File: src/rtl/pipeline_hazard_ctrl.sv
// Pipeline hazard controller: stall/flush sequencing, EX operand forwarding select, event counters.
// Define HAZARD_FORWARDING_EN to enable forwarding (load-use stalls only).
module pipeline_hazard_ctrl (
   input  logic        clk,
   input  logic        rst_n,
   input  logic [4:0]  id_rs,
   input  logic [4:0]  id_rt,
   input  logic        id_uses_rt,
   input  logic        ex_reg_write,
   input  logic        ex_mem_read,
   input  logic [4:0]  ex_rd,
   input  logic        mem_reg_write,
   input  logic [4:0]  mem_rd,
   input  logic        wb_reg_write,
   input  logic [4:0]  wb_rd,
   input  logic        mem_redirect,
   output logic        pc_write,
   output logic        if_id_write,
   output logic        if_id_flush,
   output logic        id_ex_bubble,
   output logic        ex_mem_flush,
   output logic [1:0]  fwd_a,
   output logic [1:0]  fwd_b,
   output logic [15:0] stall_cycles,
   output logic [15:0] flush_events
);

   localparam int unsigned REG_W = 5;
   localparam int unsigned FWD_W = 2;
   localparam int unsigned CNT_W = 16;

   localparam logic [FWD_W-1:0] FWD_RF    = 2'b00;
   localparam logic [FWD_W-1:0] FWD_EXMEM = 2'b01;
   localparam logic [FWD_W-1:0] FWD_MEMWB = 2'b10;
   localparam logic [CNT_W-1:0] CNT_MAX   = '1;

   typedef enum logic [1:0] {
      ST_RUN   = 2'd0,
      ST_STALL = 2'd1,
      ST_FLUSH = 2'd2
   } state_t;

   state_t             state_q, state_d;
   logic [REG_W-1:0]   ex_rs_q, ex_rt_q;
   logic [REG_W-1:0]   ex_rs_d, ex_rt_d;
   logic               pc_write_d, if_id_write_d, if_id_flush_d;
   logic               id_ex_bubble_d, ex_mem_flush_d;
   logic [FWD_W-1:0]   fwd_a_d, fwd_b_d;
   logic               stall_inc, flush_inc;
   logic               hazard_c;

   // Register 0 is hardwired to zero and can never create a dependence.
   function automatic logic src_match(input logic [REG_W-1:0] src,
                                      input logic             wr,
                                      input logic [REG_W-1:0] dst);
      return (src != '0) && wr && (src == dst);
   endfunction

`ifdef HAZARD_FORWARDING_EN
   function automatic logic [FWD_W-1:0] fwd_sel(input logic [REG_W-1:0] src);
      if (src_match(src, mem_reg_write, mem_rd))
         return FWD_EXMEM;
      else if (src_match(src, wb_reg_write, wb_rd))
         return FWD_MEMWB;
      else
         return FWD_RF;
   endfunction

   // Only a load in EX cannot be forwarded in time.
   always_comb begin
      hazard_c = src_match(id_rs, ex_reg_write && ex_mem_read, ex_rd) ||
                 (id_uses_rt && src_match(id_rt, ex_reg_write && ex_mem_read, ex_rd));
      fwd_a_d  = fwd_sel(ex_rs_q);
      fwd_b_d  = fwd_sel(ex_rt_q);
   end
`else
   function automatic logic dep_any(input logic [REG_W-1:0] src);
      return src_match(src, ex_reg_write,  ex_rd)  ||
             src_match(src, mem_reg_write, mem_rd) ||
             src_match(src, wb_reg_write,  wb_rd);
   endfunction

   // Without forwarding the consumer waits until the producer has retired.
   always_comb begin
      hazard_c = dep_any(id_rs) || (id_uses_rt && dep_any(id_rt));
      fwd_a_d  = FWD_RF;
      fwd_b_d  = FWD_RF;
   end

   logic unused_ok;
   assign unused_ok = ^{ex_mem_read, ex_rs_q, ex_rt_q};
`endif

   // Next-state and next-output decode; redirect outranks any hazard.
   always_comb begin
      state_d        = state_q;
      pc_write_d     = 1'b1;
      if_id_write_d  = 1'b1;
      if_id_flush_d  = 1'b0;
      id_ex_bubble_d = 1'b0;
      ex_mem_flush_d = 1'b0;
      stall_inc      = 1'b0;
      flush_inc      = 1'b0;
      ex_rs_d        = id_rs;
      ex_rt_d        = id_rt;

      case (state_q)
         ST_FLUSH: begin
            state_d = ST_RUN;
         end
         default: begin
            if (mem_redirect) begin
               state_d        = ST_FLUSH;
               if_id_flush_d  = 1'b1;
               id_ex_bubble_d = 1'b1;
               ex_mem_flush_d = 1'b1;
               flush_inc      = 1'b1;
            end else if (hazard_c) begin
               state_d        = ST_STALL;
               pc_write_d     = 1'b0;
               if_id_write_d  = 1'b0;
               id_ex_bubble_d = 1'b1;
               stall_inc      = 1'b1;
            end else begin
               state_d = ST_RUN;
            end
         end
      endcase

      if (id_ex_bubble_d) begin
         ex_rs_d = '0;
         ex_rt_d = '0;
      end
   end

   // State, registered controls, shadows and saturating counters.
   always_ff @(posedge clk or negedge rst_n) begin
      if (!rst_n) begin
         state_q      <= ST_RUN;
         pc_write     <= 1'b0;
         if_id_write  <= 1'b0;
         if_id_flush  <= 1'b1;
         id_ex_bubble <= 1'b1;
         ex_mem_flush <= 1'b1;
         fwd_a        <= FWD_RF;
         fwd_b        <= FWD_RF;
         ex_rs_q      <= '0;
         ex_rt_q      <= '0;
         stall_cycles <= '0;
         flush_events <= '0;
      end else begin
         state_q      <= state_d;
         pc_write     <= pc_write_d;
         if_id_write  <= if_id_write_d;
         if_id_flush  <= if_id_flush_d;
         id_ex_bubble <= id_ex_bubble_d;
         ex_mem_flush <= ex_mem_flush_d;
         fwd_a        <= fwd_a_d;
         fwd_b        <= fwd_b_d;
         ex_rs_q      <= ex_rs_d;
         ex_rt_q      <= ex_rt_d;
         if (stall_inc && (stall_cycles != CNT_MAX))
            stall_cycles <= stall_cycles + CNT_W'(1);
         if (flush_inc && (flush_events != CNT_MAX))
            flush_events <= flush_events + CNT_W'(1);
      end
   end

endmodule

File: config.mk
export PLATFORM = sky130hd
export DESIGN_NAME = pipeline_hazard_ctrl
export DESIGN_NICKNAME = d
export VERILOG_FILES = /design/src/rtl/pipeline_hazard_ctrl.sv
export SDC_FILE = /design/constraint.sdc
export NUM_CORES = 1
export LEC_CHECK = 0
export ABC_AREA = 1
export CORE_UTILIZATION = 48
export CTS_BUF_LIST = sky130_fd_sc_hd__clkbuf_16
export CTS_CLUSTER_DIAMETER = 40
export CTS_CLUSTER_SIZE = 24
export DETAILED_ROUTE_END_ITERATION = 12
export PLACE_DENSITY = 0.8
export SLEW_MARGIN = 20
export SYNTH_ARGS = -nofsm -noshare
export SYNTH_HDL_FRONTEND = slang
export SYNTH_SLANG_ARGS = --single-unit
File: constraint.sdc
create_clock -name clk -period 1.95 [get_ports clk]
set_input_delay 0.39 -clock clk [delete_from_list [all_inputs] [get_ports clk]]
set_output_delay 0.39 -clock clk [all_outputs]
set_load 0.02 [all_outputs]
==> out/metrics.cfg <==
[run_status]
status = finished clean

[placement]
dp_hpwl_mm = 5.10
io_buffers = 68
dpl.cell_count = 539
gp_congestion = 0.918

[job]
maxCapViolations = 0

[floorplanning]
dieArea_mm2 = 0.00572
rows = 26
start_util_pct = 50.3
die_h_um = 75.6
die_w_um = 75.6
core_region_area_mm2 = 0.00517
io-pin-count = 74

[setup_path]
r2r_slack_ns = 0.25
cp_data_arrival_time_ns = 1.43
cp_top_family = buffers and inverters
cp_num_buf_inv = 1
critical_path.max_stage_delay_ns = 0.62
cp_max_fo = 2
cp_num_cells = 1
r2r_start = flush_events[0]
worst_ep_required_time_ns = 1.56
crit_chain = clkdlybuf4s50_1
r2r_cells = 9
rr_endpoint = flush_events[13]
crit_type = reg2out
slowest_stage = clkdlybuf4s50_1
critPathLaunchType = flop
endpoint_kind = output port

[yosys]
yosys-top-cells-count = nand2_1, nor2_1, inv_1, dfrtp_1, nand3_1
synthMostInstantiatedCell = nand2_1
synthArstFlopShare_pct = 100
synth_top_cell_by_area = dfrtp_1
avgSynthCellArea_um2 = 6.72
yosys-top-cells-area = dfrtp_1, nand2_1, nor2_1
synth-seq-cells = 37
synth_edf_count = 0
yosysWarnings = 0
synth-main-ff-cell = dfrtp_1
synth_cell_types = 31
syn-instance-count = 387
ys_seq_area_share_pct = 35.7
yosys.area.top_type_share_pct = 33.7
syn_area_mm2 = 0.00260

[finish]
drive_gt1_share_pct = 12.8
multiInputGateArea_mm2 = 0.00144
insertedDiodeCount = 0
n_fill_cell = 438
synthToLayoutAreaGrowth_pct = 41.3
regArea_um2 = 928
nets = 512
stdcell_count = 548

[global_routing]
grt_max_degree = 38
grt_pass1_wl_mm = 10.7
grt_antenna_before_repair = 0
overflow = 0
gr-usage-all-layers_pct = 24.7
grt_pass1_vias = 2403

[cts]
clk_latency_ns = 0.28
cts.sinks = 37
ctsResizeCount = 0
cts_buffers = 5
clock-root-buffer = clkbuf_16
cts.path.max_buffers = 2
cts_hold_buf = 0
cts_tree = built
post_cts_buffers = 0
clk_pin_slew_ns = 0.06
htreeDepth = 2

[routing]
ant_nets = 0
dr.first_iter.drc_count = 214
drc = 0
drt_wl_total_mm = 6.93
vias = 2763
viasPerCell = 5.04
avgRoutedWirePerCell_um = 12.6
first_pass_iters = 5

[timing]
finalHoldViolCount = 0
period_minus_slack_ns = 1.82
drv_slew = 0
fin_crit_sh_pct = 93.5
fin_skew_ns = 0.00723
whs_ns = 0.143
rsz0062_at_grt = false
fmax_mhz = 548
finalSetupViolations = 0

[power_and_ir_drop]
fin_total_pwr_uw = 2590
peakVddDrop_mv = 0.550
leakage_uw = 0.00193
p_per_area_mw_per_mm2 = 706

[min_path]
min_path_type = in2async

-- worst max path at each step --
stage               slack [ns]             from                to
floorplan                 0.27  stall_cycles[0]   stall_cycles[7]
global placement         -0.25         id_rs[3]  stall_cycles[12]
detailed placement       -0.28         id_rs[0]   stall_cycles[0]
CTS                      0.006         id_rs[0]   stall_cycles[0]
global route              0.01        mem_rd[0]  stall_cycles[13]
finish                    0.13     ex_mem_flush      ex_mem_flush
-- cell usage in the layout (no fill, tap or decap) --
cell             count
nand4_1             19
nor3_2               1
buf_12               1
o21ai_0              6
clkbuf_16            5
nand2_1            141
nor2_2               2
clkdlybuf4s50_1     59
clkinv_1             1
dfrtp_1             35
o21ai_1              2
nand2_4              1
mux2i_1              1
nand3_4              2
nor3_4               2
or2_4                1
buf_2                1
nand3b_1             1
xor2_1              14
inv_1               36
dfstp_2              2
dlymetal6s2s_1       8
nand4_2              1
nand2_2              3
clkinv_2             1
inv_2               13
conb_1               4
buf_4               23
xnor2_1             10
nor3_1               2
nor2_4               1
nor4_1               1
a31oi_1              1
nand3_1             28
nor2_1              46
ha_1                 2
clkinv_4             1
-- per-layer routing --
metal / wire, µm / up-vias / track usage (%) / part of all wire (%)
met5: 0 / - / 0 / 0
met3: 341 / 15 / 4.23 / 4.9
li1: - / 1389 / - / -
met2: 3290 / 86 / 41.6 / 48
met1: 3210 / 1273 / 33.3 / 46
met4: 89 / 0 / 5.76 / 1.3
-- sequential cells by signal, indices dropped and copies added, names as in the netlist --
signal	count
stall_cycles	16
ex_mem_flush	1
flush_events	16
state_q	2
id_ex_bubble	1
if_id_write	1
-- report_power, final --
part	switching, µW	total [µW]	internal [µW]
Clock	314	782	469
Combinational	442	834	392
Sequential	111	978	867
-- through the flow --
| step | setup TNS, ns | area [µm²] | setup slack, ns | utilization, % |
|---|---|---|---|---|
| 2_1_floorplan | 0 | 2610 | 0.265 | - |
| 3_3_place_gp | -3.46 | 3480 | -0.254 | 67.2 |
| 3_5_place_dp | -3.80 | 3480 | -0.275 | 67.2 |
| 4_1_cts | 0 | 3620 | 0.00617 | 70.0 |
| 5_1_grt | 0 | 3670 | 0.0118 | 71.0 |
| 6_report | 0 | 3670 | 0.126 | 71.0 |
-- cell families (layout without fill, tap and decap cells) --
kind of cell	count (synthesis)	count (layout)	share of synthesized area (%)
and+or+nand+nor	251	252	42.4
buffers and inverters	62	149	10.6
DFF	37	37	35.7
xor gates and xnor gates	24	24	8.08
AOI/OAI and AO/OA	9	9	1.78
adders and majority gates	2	2	0.962
other	1	4	0.144
muxes	1	1	0.385
-- final cells by class --
type                            count  share of cell area, %
Clock buffer                        5                   3.40
Clock inverter                      3                  0.477
Inverter                           49                   5.01
Multi-Input combinational cell    292                   39.3
Sequential cell                    37                   25.3
Tap cell                           70                   2.38
Timing Repair Buffer               92                   24.2
(Power assumes the default switching activity.)
